$ cat src/rtl/mem_port_arbiter_if.sv
// Requester handshakes (fetch and data stage) plus the shared memory bus.
// The slave modport is the arbiter's view; master is the pipeline/memory side.
interface mem_port_arbiter_if #(
  parameter int ADDR_W = 32,
  parameter int DATA_W = 32
);
  logic                  if_req;
  logic [ADDR_W-1:0]     if_addr;
  logic                  if_done;
  logic [DATA_W-1:0]     if_rdata;

  logic                  dm_req;
  logic                  dm_we;
  logic [ADDR_W-1:0]     dm_addr;
  logic [DATA_W-1:0]     dm_wdata;
  logic [DATA_W/8-1:0]   dm_be;
  logic                  dm_done;
  logic [DATA_W-1:0]     dm_rdata;

  logic                  mem_en;
  logic                  mem_we;
  logic [ADDR_W-1:0]     mem_addr;
  logic [DATA_W-1:0]     mem_wdata;
  logic [DATA_W/8-1:0]   mem_be;
  logic [DATA_W-1:0]     mem_rdata;

  logic                  stall_if;
  logic                  stall_mem;

  modport slave (
    input  if_req, if_addr,
    input  dm_req, dm_we, dm_addr, dm_wdata, dm_be,
    input  mem_rdata,
    output if_done, if_rdata, dm_done, dm_rdata,
    output mem_en, mem_we, mem_addr, mem_wdata, mem_be,
    output stall_if, stall_mem
  );

  modport master (
    output if_req, if_addr,
    output dm_req, dm_we, dm_addr, dm_wdata, dm_be,
    output mem_rdata,
    input  if_done, if_rdata, dm_done, dm_rdata,
    input  mem_en, mem_we, mem_addr, mem_wdata, mem_be,
    input  stall_if, stall_mem
  );
endinterface

$ cat src/rtl/mem_port_arbiter.sv
// Arbitrates the single-ported unified memory between fetch (IF) and data (MEM)
// requesters; data wins by default, fetch wins after STARVE_MAX consecutive data grants.
module mem_port_arbiter #(
  parameter int ADDR_W     = 32,
  parameter int DATA_W     = 32,
  parameter int MEM_LAT    = 2,
  parameter int STARVE_MAX = 4
) (
  input  logic               clk,
  input  logic               reset,
  mem_port_arbiter_if.slave  bus
);
  localparam int BE_W  = DATA_W / 8;
  localparam int LAT_W = (MEM_LAT > 1) ? $clog2(MEM_LAT) : 1;
  localparam int STV_W = (STARVE_MAX > 0) ? $clog2(STARVE_MAX + 1) : 1;
  localparam logic [LAT_W-1:0] LAT_INIT = LAT_W'(MEM_LAT - 1);
  localparam logic [STV_W-1:0] STV_LIMIT = STV_W'(STARVE_MAX);

  typedef enum logic [1:0] {IDLE, ACCESS, RESP} state_t;

  state_t              state_reg, state_next;
  logic                owner_if_reg;
  logic [LAT_W-1:0]    lat_cnt_reg;
  logic [STV_W-1:0]    starve_cnt_reg;
  logic                mem_en_reg;
  logic                mem_we_reg;
  logic [ADDR_W-1:0]   mem_addr_reg;
  logic [DATA_W-1:0]   mem_wdata_reg;
  logic [BE_W-1:0]     mem_be_reg;
  logic [DATA_W-1:0]   if_rdata_reg;
  logic [DATA_W-1:0]   dm_rdata_reg;

  logic                if_win;
  logic                dm_win;
  logic                access_end;

  always_ff @(posedge clk or posedge reset) begin
    if (reset) begin
      state_reg <= IDLE;
    end else begin
      state_reg <= state_next;
    end
  end

  // IDLE and RESP both arbitrate, so back-to-back accesses cost MEM_LAT+1 cycles.
  always_comb begin
    state_next = state_reg;
    if_win     = 1'b0;
    dm_win     = 1'b0;
    access_end = 1'b0;
    case (state_reg)
      IDLE, RESP: begin
        if_win = bus.if_req && (!bus.dm_req || (starve_cnt_reg == STV_LIMIT));
        dm_win = bus.dm_req && !if_win;
        state_next = (if_win || dm_win) ? ACCESS : IDLE;
      end
      ACCESS: begin
        if (lat_cnt_reg == '0) begin
          access_end = 1'b1;
          state_next = RESP;
        end
      end
      default: state_next = IDLE;
    endcase
  end

  always_ff @(posedge clk or posedge reset) begin
    if (reset) begin
      owner_if_reg   <= 1'b0;
      lat_cnt_reg    <= '0;
      starve_cnt_reg <= '0;
      mem_en_reg     <= 1'b0;
      mem_we_reg     <= 1'b0;
      mem_addr_reg   <= '0;
      mem_wdata_reg  <= '0;
      mem_be_reg     <= '0;
      if_rdata_reg   <= '0;
      dm_rdata_reg   <= '0;
    end else begin
      if (if_win || dm_win) begin
        owner_if_reg  <= if_win;
        lat_cnt_reg   <= LAT_INIT;
        mem_en_reg    <= 1'b1;
        mem_we_reg    <= dm_win && bus.dm_we;
        mem_addr_reg  <= if_win ? bus.if_addr : bus.dm_addr;
        mem_wdata_reg <= if_win ? '0 : bus.dm_wdata;
        mem_be_reg    <= if_win ? '0 : bus.dm_be;
      end else if (access_end) begin
        mem_en_reg <= 1'b0;
        mem_we_reg <= 1'b0;
        // Stores leave dm_rdata untouched; mem_we_reg still reflects the access here.
        if (owner_if_reg) begin
          if_rdata_reg <= bus.mem_rdata;
        end else if (!mem_we_reg) begin
          dm_rdata_reg <= bus.mem_rdata;
        end
      end else if (state_reg == ACCESS) begin
        lat_cnt_reg <= lat_cnt_reg - 1'b1;
      end

      if (!bus.if_req || if_win) begin
        starve_cnt_reg <= '0;
      end else if (dm_win && (starve_cnt_reg != STV_LIMIT)) begin
        starve_cnt_reg <= starve_cnt_reg + 1'b1;
      end
    end
  end

  assign bus.mem_en    = mem_en_reg;
  assign bus.mem_we    = mem_we_reg;
  assign bus.mem_addr  = mem_addr_reg;
  assign bus.mem_wdata = mem_wdata_reg;
  assign bus.mem_be    = mem_be_reg;
  assign bus.if_rdata  = if_rdata_reg;
  assign bus.dm_rdata  = dm_rdata_reg;
  assign bus.if_done   = (state_reg == RESP) && owner_if_reg;
  assign bus.dm_done   = (state_reg == RESP) && !owner_if_reg;
  assign bus.stall_if  = bus.if_req && !bus.if_done;
  assign bus.stall_mem = bus.dm_req && !bus.dm_done;
endmodule

$ cat src/flat_wrapper.sv
// flat-port wrapper written by rule: the top's interface ports become plain ports
module mem_port_arbiter_flat 
#(
  parameter int ADDR_W     = 32,
  parameter int DATA_W     = 32,
  parameter int MEM_LAT    = 2,
  parameter int STARVE_MAX = 4
)
  (clk, reset, bus_if_req, bus_if_addr, bus_dm_req, bus_dm_we, bus_dm_addr, bus_dm_wdata, bus_dm_be, bus_mem_rdata, bus_if_done, bus_if_rdata, bus_dm_done, bus_dm_rdata, bus_mem_en, bus_mem_we, bus_mem_addr, bus_mem_wdata, bus_mem_be, bus_stall_if, bus_stall_mem);
  mem_port_arbiter_if #(.ADDR_W(ADDR_W), .DATA_W(DATA_W)) bus_i ();
  input  logic clk;
  input  logic reset;
  input wire logic [$bits(bus_i.if_req)-1:0] bus_if_req;
  input wire logic [$bits(bus_i.if_addr)-1:0] bus_if_addr;
  input wire logic [$bits(bus_i.dm_req)-1:0] bus_dm_req;
  input wire logic [$bits(bus_i.dm_we)-1:0] bus_dm_we;
  input wire logic [$bits(bus_i.dm_addr)-1:0] bus_dm_addr;
  input wire logic [$bits(bus_i.dm_wdata)-1:0] bus_dm_wdata;
  input wire logic [$bits(bus_i.dm_be)-1:0] bus_dm_be;
  input wire logic [$bits(bus_i.mem_rdata)-1:0] bus_mem_rdata;
  output wire logic [$bits(bus_i.if_done)-1:0] bus_if_done;
  output wire logic [$bits(bus_i.if_rdata)-1:0] bus_if_rdata;
  output wire logic [$bits(bus_i.dm_done)-1:0] bus_dm_done;
  output wire logic [$bits(bus_i.dm_rdata)-1:0] bus_dm_rdata;
  output wire logic [$bits(bus_i.mem_en)-1:0] bus_mem_en;
  output wire logic [$bits(bus_i.mem_we)-1:0] bus_mem_we;
  output wire logic [$bits(bus_i.mem_addr)-1:0] bus_mem_addr;
  output wire logic [$bits(bus_i.mem_wdata)-1:0] bus_mem_wdata;
  output wire logic [$bits(bus_i.mem_be)-1:0] bus_mem_be;
  output wire logic [$bits(bus_i.stall_if)-1:0] bus_stall_if;
  output wire logic [$bits(bus_i.stall_mem)-1:0] bus_stall_mem;
  assign bus_i.if_req = bus_if_req;
  assign bus_i.if_addr = bus_if_addr;
  assign bus_i.dm_req = bus_dm_req;
  assign bus_i.dm_we = bus_dm_we;
  assign bus_i.dm_addr = bus_dm_addr;
  assign bus_i.dm_wdata = bus_dm_wdata;
  assign bus_i.dm_be = bus_dm_be;
  assign bus_i.mem_rdata = bus_mem_rdata;
  assign bus_if_done = bus_i.if_done;
  assign bus_if_rdata = bus_i.if_rdata;
  assign bus_dm_done = bus_i.dm_done;
  assign bus_dm_rdata = bus_i.dm_rdata;
  assign bus_mem_en = bus_i.mem_en;
  assign bus_mem_we = bus_i.mem_we;
  assign bus_mem_addr = bus_i.mem_addr;
  assign bus_mem_wdata = bus_i.mem_wdata;
  assign bus_mem_be = bus_i.mem_be;
  assign bus_stall_if = bus_i.stall_if;
  assign bus_stall_mem = bus_i.stall_mem;
  mem_port_arbiter #(.ADDR_W(ADDR_W), .DATA_W(DATA_W), .MEM_LAT(MEM_LAT), .STARVE_MAX(STARVE_MAX)) u_core (.clk(clk), .reset(reset), .bus(bus_i));
endmodule
$ cat config.mk
export PLATFORM = sky130hd
export DESIGN_NAME = mem_port_arbiter_flat
export DESIGN_NICKNAME = d
export VERILOG_FILES = /design/src/rtl/mem_port_arbiter_if.sv /design/src/rtl/mem_port_arbiter.sv /design/src/flat_wrapper.sv
export SDC_FILE = /design/constraint.sdc
export NUM_CORES = 1
export LEC_CHECK = 0
export ABC_AREA = 1
export CORE_MARGIN = 5
export CORE_UTILIZATION = 43
export CTS_BUF_LIST = sky130_fd_sc_hd__clkbuf_4
export CTS_CLUSTER_SIZE = 16
export DETAILED_ROUTE_END_ITERATION = 16
export MAX_ROUTING_LAYER = met4
export PLACE_DENSITY = 0.82
export SLEW_MARGIN = 5
export SYNTH_ARGS = -nofsm -noshare
export SYNTH_HDL_FRONTEND = slang
export SYNTH_SLANG_ARGS = --single-unit
$ cat constraint.sdc
create_clock -name clk -period 7.27 [get_ports clk]
set_clock_uncertainty 0.05 [all_clocks]
set_input_delay 1.8175 -clock clk [delete_from_list [all_inputs] [get_ports clk]]
set_output_delay 1.8175 -clock clk [all_outputs]
set_load 0.1 [all_outputs]
== Word level (Yosys, flattened, before mapping) ==
Cells that the tools add are included.
Word-level totals
  bits in registers: 141
  input port bits: 137
  output and inout bits: 138
  logic and storage cells: 66
Operators by class
  add/subtract/negate cells: 2
  equality and inequality tests: 6
  multiplexer cells: 18
  bitwise logic cells: 3
  reduce and logical (&&, ||, !) cells: 26
Operator list (number)
  $mux 32: 2
  $mux 1: 11
  $logic_and 1x1->1: 8
  $logic_not 1->1: 6
  $mux 3: 2
  $reduce_bool 2->1: 3
  $logic_or 1x1->1: 4
  $mux 4: 1
  $ne 2x2->1 const B: 2
  $pmux 2 s2: 1
  $reduce_and 4->1: 1
  $add 3x1->3 const B: 1
  $eq 3x3->1 const B: 1
  $ne 3x3->1 const B: 1
  $not 1->1: 3
  $reduce_and 3->1: 1
  $eq 2x1->1 const B: 1
  $eq 2x2->1 const B: 1
  $logic_not 2->1: 1
  $mux 2: 1
  $reduce_and 2->1: 1
  $reduce_or 2->1: 1
  $sub 1x1->1 const B: 1

== Longest topological paths before layout ==
Gate-level depths: netlist (run 1).
  word-level depth: 9
  gate-level depth with buffers: 9
  gate-level depth less buffers: 8

== Worst setup path after synthesis (run 1) ==
No wires, ideal clock.
  path type: input to output
  start point: in bus_dm_req
  end point: out bus_stall_mem
  arrival: 2.474 ns
  required time: 5.403 ns
  path slack: 2.929 ns
  stages: 2
  path buffers: 0
  cell sequence: o21ai_0 -> inv_1
On the way
  word-level cells in the longest chain between the ends: 1
RTL lines
  start: declaration: line flat_wrapper.sv:15  | input wire logic [$bits(bus_i.dm_req)-1:0] bus_dm_req;
  $logic_and 1x1->1: line mem_port_arbiter.sv:119  | assign bus.stall_mem = bus.dm_req && !bus.dm_done;
  end: declaration: line flat_wrapper.sv:31  | output wire logic [$bits(bus_i.stall_mem)-1:0] bus_stall_mem;
Every way passes these cells.

== Final worst setup path (run 1) ==
  start point: in bus_if_req
  end point: out bus_stall_if
On the way
  word-level cells in the longest chain between the ends: 1
RTL lines
  start: declaration: line flat_wrapper.sv:13  | input wire logic [$bits(bus_i.if_req)-1:0] bus_if_req;
  $logic_and 1x1->1: line mem_port_arbiter.sv:118  | assign bus.stall_if = bus.if_req && !bus.if_done;
  end: declaration: line flat_wrapper.sv:30  | output wire logic [$bits(bus_i.stall_if)-1:0] bus_stall_if;
Every way passes these cells.

==> results of run 1 <==
## how the worst max path moves through the flow
stage | end | cells past startpoint | startpoint | slack, ps
detailed placement | bus_stall_if | 4 | bus_if_req | 1680
global route | bus_stall_if | 4 | bus_if_req | 1570
finish | bus_stall_if | 4 | bus_if_req | 1660
global placement | bus_stall_if | 4 | bus_if_req | 1680
CTS | bus_stall_if | 4 | bus_if_req | 1650
floorplan | u_core.bus.dm_rdata[0] | 1 | reset | 1620
## per-stage QoR
step,setup WS (ps),hold WS (ps)
after CTS,1650,446
after detailed placement,1680,414
after global routing,1570,459
final,1660,440
after global placement,1680,404
after floorplan,1620,428
## cell usage after synthesis (all sizes together)
master / count
xnor2: 1
clkbuf: 12
dfrtp: 141
nor2: 6
o21ai: 74
ha: 2
nand2: 246
inv: 110
nand3: 103
buf: 27
## per-layer routing
layer | wire length [um] | vias to the layer above | GRT usage, %
met3 | 1100 | 47 | 5.65
met2 | 8950 | 201 | 35.4
met4 | 703 | 0 | 10.5
met1 | 7320 | 2615 | 27.7
li1 | - | 2739 | -
met5 | 0 | - | -
## layout make-up
cell class              count  area [um2]
well taps                 180         225
fillers                  1132        4640
clock inverters            14         194
repair buffers            278        2770
multi-input cells         432        1910
diodes                      2        5.00
flip-flops and latches    141        3530
clock buffers              17         128
inverters                 110         418
## kinds of logic after synthesis
| kind of cell | count (synthesis) |
|---|---|
| DFF | 141 |
| AOI/OAI and AO/OA | 74 |
| xor gates and xnor gates | 1 |
| adders and majority gates | 2 |
| and+or+nand+nor | 355 |
| buffers and inverters | 149 |
## tightest hold or removal path: stages (launching register included)
cell and delay [ps]:
dfrtp_1 360, nand2_1 50, nand2_1 50
==> impl_metrics.tcl, run 1 <==
set metrics [dict create \
    cts_setup_buffers 0 \
    clk_pin_slew_worst_paths_ps 110 \
    antenna_found_initial 2 \
    critPathRequiredTime_ps 5400 \
    grt_usage_pct 22.6 \
    holdBufCountCts 0 \
    grt_pass1_vias 5605 \
    synth_top_area_share_pct 58.3 \
    ys.warnings.count 0 \
    ys_types 18 \
    r2r_cells 9 \
    syn_area_mm2 0.00605 \
    ios 275 \
    cts-root-buf "clkbuf_4" \
    synth_area_leaders "dfrtp_1 58%, nand2_1 15%, nand3_1 8.5%" \
    drt_first_iter_violations 355 \
    r2r-start "u_core.starve_cnt_reg[0]" \
    firstDrtPassIters 5 \
    cp_cell_sequence "clkdlybuf4s50_1 > o21ai_0 > inv_1 > clkdlybuf4s50_1" \
    fin_crit_sh_pct 77.2 \
    muxShareOfSynthArea_pct 0 \
    crit_buf_inv 3 \
    hold_viol 0 \
    maxCapViolCount 0 \
    antenna_left 0 \
    drt-total-wl_mm 18.1 \
    grt_max_degree 73 \
    final_common_cell "clkdlybuf4s50_1" \
    drcViolationCount 0 \
    initial_utilization_pct 43.7 \
    dr_total_vias 5602 \
    min_to "u_core.bus.mem_wdata[23]" \
    die_x_um 129 \
    place_area_mm2 0.00886 \
    hold_path_depth 2 \
    port_buffers 274 \
    cts_buffers 17 \
    slew_headroom_pct 20.5 \
    period_minus_slack_ps 5610 \
    final_core_util_pct 66.4 \
    critPathMaxFanout 4 \
    gr-total-overflow 0 \
    synth-adder-area-share_pct 0.414 \
    worstPathArrival_ps 3740 \
    cts.path.max_buffers 2 \
    cp_top_family "buffers and inverters" \
    finalMaxSlewViolations 0 \
    finalNonFillerCells 1174 \
    synth_top_family_by_area "simple AND/OR/NAND/NOR gates" \
    synth_compound_area_share_pct 6.31 \
    worstMarginPinSlew_ps 1190 \
    yosysSeqAreaShare_pct 58.3 \
    status "completed" \
    crit_slowest_cell "clkdlybuf4s50_1" \
    slowest_delay_ps 1130 \
    die-area_mm2 0.0165 \
    cts_tree "done" \
    r2r_end "u_core.bus.mem_addr[9]" \
    crit_type "primary input to output pin" \
    rows 43 \
    synth_fp_nets 861 \
    synthSimpleGateAreaFrac_pct 24.7 \
    final_nets 1119 \
    synth_seq_cells 141 \
    drive_gt1_share_pct 4.54 \
    cp-end-kind "output pin" \
    fin_setup_tns_ps 0 \
    synth_cells 722 \
    critPathMostFrequentCell "clkdlybuf4s50_1" \
    wire_per_inst_um 15.4 \
    cp-start-kind "primary input" \
    viasPerCell 4.77 \
    setup_violations 0 \
    min_from "u_core.bus.mem_wdata[23]" \
    synth_top_area_cell "dfrtp_1" \
    core_mm2 0.0138 \
    synth_area_per_cell_um2 8.38 \
    place_congestion 0.842 \
    cts_resized 0 \
    insertion_delay_ps 520 \
    die_h_um 129 \
    stdcell_area_mm2 0.00918 \
    htreeDepth 4 \
    hp-class "flop to flop" \
    synth-xor-area-share_pct 0.145 \
    place_hpwl_mm 12.8 \
    area_delta_synth_final_pct 51.9 \
    dpl.cell_count 1141 \
    final_cell_mix "274 x clkdlybuf4s50_1, 242 x nand2_1, 141 x dfrtp_1, 107 x inv_1, 103 x nand3_1" \
    cts.sinks 141 \
    grt_first_pass_wirelength_mm 28.4 \
    rsz0062_at_grt "no" \
    fmax_mhz 178 \
    r2r_setup_slack_ps 4120 \
]
Power of run 1 is left out: the tool's default activity adds up to more than one toggle a clock period on the data nets, which glitch-free logic cannot reach.
==> run 2: changes to the inputs <==
==> constraint.sdc (replaced) <==
create_clock -name clk -period 5.79 [get_ports clk]
set_clock_uncertainty 0.05 [all_clocks]
set_input_delay 1.4475 -clock clk [delete_from_list [all_inputs] [get_ports clk]]
set_output_delay 1.4475 -clock clk [all_outputs]
set_load 0.1 [all_outputs]
==> run 2 against run 1 <==
  * Sequential cell count unchanged
  * Critical path depth unchanged
  * Global-route usage decreased by 0.44 points
  * Die area did not move
  * Routed wire length down 0.82%
==> impl_metrics.tcl, run 2 (synthesis results as in run 1) <==
set metrics [dict create \
    setup_violations 0 \
    firstDrtPassIters 5 \
    fin_crit_sh_pct 69.3 \
    grt_max_degree 112 \
    cp_cell_sequence "clkdlybuf4s50_1 > o21ai_0 > inv_1 > buf_4" \
    min_to "u_core.bus.mem_en" \
    status "completed" \
    viasPerCell 4.78 \
    crit_slowest_cell "clkdlybuf4s50_1" \
    drt_first_iter_violations 419 \
    gr-total-overflow 0 \
    critPathRequiredTime_ps 4290 \
    crit_buf_inv 3 \
    drcViolationCount 0 \
    rows 43 \
    cts-root-buf "clkbuf_4" \
    holdBufCountCts 0 \
    stdcell_area_mm2 0.00914 \
    worstMarginPinSlew_ps 1050 \
    grt_pass1_vias 5493 \
    drive_gt1_share_pct 4.72 \
    slowest_delay_ps 580 \
    r2r-start "u_core.starve_cnt_reg[0]" \
    drt-total-wl_mm 17.9 \
    die-area_mm2 0.0165 \
    port_buffers 274 \
    grt_usage_pct 22.2 \
    insertion_delay_ps 530 \
    r2r_end "u_core.bus.mem_addr[15]" \
    dr_total_vias 5617 \
    maxCapViolCount 0 \
    die_x_um 129 \
    final_cell_mix "272 x clkdlybuf4s50_1, 242 x nand2_1, 141 x dfrtp_1, 107 x inv_1, 103 x nand3_1" \
    ios 275 \
    cp-start-kind "primary input" \
    hp-class "flop to flop" \
    area_delta_synth_final_pct 51.1 \
    die_h_um 129 \
    finalMaxSlewViolations 0 \
    antenna_found_initial 1 \
    place_area_mm2 0.00887 \
    worstPathArrival_ps 2520 \
    cts_tree "done" \
    cts_setup_buffers 0 \
    core_mm2 0.0138 \
    hold_path_depth 2 \
    cp-end-kind "output pin" \
    wire_per_inst_um 15.2 \
    cts.path.max_buffers 2 \
    htreeDepth 4 \
    cts_buffers 17 \
    initial_utilization_pct 43.7 \
    min_from "u_core.bus.mem_en" \
    cts_resized 0 \
    slew_headroom_pct 29.7 \
    antenna_left 0 \
    rsz0062_at_grt "no" \
    r2r_setup_slack_ps 3560 \
    place_hpwl_mm 12.8 \
    hold_viol 0 \
    fmax_mhz 249 \
    crit_type "primary input to output pin" \
    cp.depth 4 \
    period_minus_slack_ps 4010 \
    r2r_cells 9 \
    fin_setup_tns_ps 0 \
    grt_first_pass_wirelength_mm 27.9 \
    place_congestion 0.853 \
    clk_pin_slew_worst_paths_ps 100 \
    cp_top_family "buffers and inverters" \
    cts.sinks 141 \
    final_common_cell "clkdlybuf4s50_1" \
    critPathMaxFanout 4 \
    final_nets 1121 \
]
## run 2: through the flow
step | cells | util, % | hold WS [ps] | setup slack (ps)
4_1_cts | 1175 | 66.0 | 438 | 1730
3_5_place_dp | 1143 | 64.1 | 413 | 1790
6_report | 1176 | 66.1 | 428 | 1780
5_1_grt | 1176 | 66.1 | 458 | 1640
2_1_floorplan | 722 | - | 428 | 511
3_3_place_gp | 1143 | 64.1 | 405 | 1790
## run 2: metal layers
metal  track usage [%]  vias to the layer above  part of all wire (%)
met2              36.2                      187                    51
met5                 -                        -                     0
met3              5.65                       42                   6.8
met1              26.6                     2629                    39
met4              8.46                        0                   3.1
li1                  -                     2759                     -
## run 2: tightest hold or removal path: stages (launching register included)
cell	delay, ps
dfrtp_1	350
nand2_1	50
nand2_1	50
## run 2: final cells by class
class                   instances  area, um2
inverters                     110        418
repair buffers                280       2780
multi-input cells             432       1910
well taps                     180        225
clock buffers                  19        143
fillers                      1151       4690
diodes                          1       2.50
clock inverters                13        124
flip-flops and latches        141       3530
## run 2: worst max-delay path by stage
stage	end	start	slack (ps)
detailed placement	bus_stall_if	bus_if_req	1790
global placement	bus_stall_if	bus_if_req	1790
global route	bus_if_done	u_core.state_reg[0]	1640
floorplan	u_core.bus.dm_rdata[0]	reset	510
CTS	bus_dm_done	u_core.state_reg[0]	1730
finish	bus_stall_if	bus_if_req	1780
Power of run 2 is left out for the same reason.
==> run 3: changes to the inputs <==
==> constraint.sdc (replaced) <==
create_clock -name clk -period 3.7 [get_ports clk]
set_clock_uncertainty 0.05 [all_clocks]
set_input_delay 0.925 -clock clk [delete_from_list [all_inputs] [get_ports clk]]
set_output_delay 0.925 -clock clk [all_outputs]
set_load 0.1 [all_outputs]
==> run 3 against run 2 <==
  * Via count down 0.89%
  * Routed wire length up 0.22%
  * Global-route usage hardly changed
  * Largest cell class unchanged
  * Register-to-register slack got worse by 1700 ps
  * Critical path depth decreased by 3
  * Highest routed layer unchanged
  * Final cell count increased by 0.68%
==> impl_metrics.tcl, run 3 (synthesis results as in run 1) <==
set metrics [dict create \
    htreeDepth 4 \
    status "completed" \
    insertion_delay_ps 520 \
    grt_max_degree 73 \
    finalNonFillerCells 1184 \
    die-area_mm2 0.0165 \
    holdBufCountCts 0 \
    cts_resized 0 \
    cts.path.max_buffers 2 \
    crit_type "flop to output pin" \
    final_nets 1128 \
    maxCapViolCount 0 \
    slowest_delay_ps 1150 \
    hp-class "flop to flop" \
    cts_setup_buffers 0 \
    grt_usage_pct 22.1 \
    slew_headroom_pct 33.0 \
    final_cell_mix "242 x nand2_1, 188 x clkdlybuf4s50_1, 141 x dfrtp_1, 107 x inv_1, 103 x nand3_1" \
    firstDrtPassIters 5 \
    wire_per_inst_um 15.2 \
    worstMarginPinSlew_ps 1000 \
    fin_ws_ps 659 \
    cp_cell_sequence "clkdlybuf4s50_1" \
    place_hpwl_mm 12.9 \
    post-place-ws_ps 810 \
    drive_gt1_share_pct 14.0 \
    final_common_cell "nand2_1" \
    gr-total-overflow 0 \
    rsz0062_at_grt "no" \
    cts.sinks 141 \
    port_buffers 274 \
    place_congestion 0.830 \
    core_mm2 0.0138 \
    drt-total-wl_mm 18.0 \
    cts_buffers 17 \
    rows 43 \
    fmax_mhz 329 \
    r2r-start "u_core.state_reg[0]" \
    viasPerCell 4.70 \
    dpl.cell_count 1150 \
    finalMaxSlewViolations 0 \
    antenna_left 0 \
    area_delta_synth_final_pct 51.1 \
    cp-end-kind "output pin" \
    antenna_found_initial 2 \
    worstPathArrival_ps 2070 \
    cts_tree "done" \
    dr_total_vias 5567 \
    cts-root-buf "clkbuf_4" \
    grt_pass1_vias 5401 \
    drt_first_iter_violations 344 \
    hold_viol 0 \
    r2r_setup_slack_ps 1880 \
    final_core_util_pct 66.1 \
    fin_setup_tns_ps 0 \
    fin_crit_sh_pct 82.2 \
    cp_top_family "buffers and inverters" \
    setup_violations 0 \
    critPathLaunch "u_core.bus.if_rdata[11]" \
    ios 275 \
    min_from "u_core.bus.mem_en" \
    critPathRequiredTime_ps 2720 \
    cp-start-kind "flop" \
    die_x_um 129 \
    crit_buf_inv 1 \
    clk_pin_slew_worst_paths_ps 140 \
    die_h_um 129 \
    critPathMaxFanout 2 \
    grt_first_pass_wirelength_mm 27.9 \
    initial_utilization_pct 43.7 \
    drcViolationCount 0 \
    period_minus_slack_ps 3040 \
    crit_slowest_cell "clkdlybuf4s50_1" \
]
==> run 3: changes by cell type in the layout (fill, tap and decap cells not counted), sizes merged <==
cell           delta
clkdlybuf4s50    -84
bufinv            +4
buf              +91
clkbuf            -1
diode             +1
clkinvlp          +3
clkinv            -6
==> run 3: final timing paths <==
check,end,cells after the start
max,bus_if_rdata[11],1
min,u_core.bus.mem_en,2
max reg2reg,u_core.bus.mem_wdata[1],6
min reg2reg,u_core.bus.mem_en,2
max in group asynchronous,u_core.bus.mem_addr[24],3
min in group asynchronous,u_core.bus.dm_rdata[13],2
==> run 3: cell type report <==
class / count / area (um2)
antenna: 2 / 5.00
clock buffer: 18 / 135
clock inverter: 14 / 240
fill: 1132 / 4690
inverter: 110 / 417
multi-input combinational: 432 / 1910
sequential: 141 / 3530
tap: 180 / 225
timing repair buffer: 287 / 2680
==> run 3: tightest hold or removal path, stage by stage, from the launching register on <==
cell	delay, ps
dfrtp_1	360
nand2_1	50
nand2_1	50
==> run 3: metrics by stage <==
step | cell area (um2) | hold WS [ps]
2_1_floorplan | 6050 | 428
3_3_place_gp | 8760 | 406
3_5_place_dp | 8760 | 415
4_1_cts | 9130 | 444
5_1_grt | 9140 | 455
6_report | 9140 | 435
==> run 3: per-layer routing <==
metal  track usage [%]  routed length [um]  share of wire [%]
met4              8.28                 603                3.4
met5                 -                   0                  0
met2              35.6                8830                 49
met3              5.35                1090                6.1
met1              27.3                7440                 41
Power of run 3 is left out for the same reason.
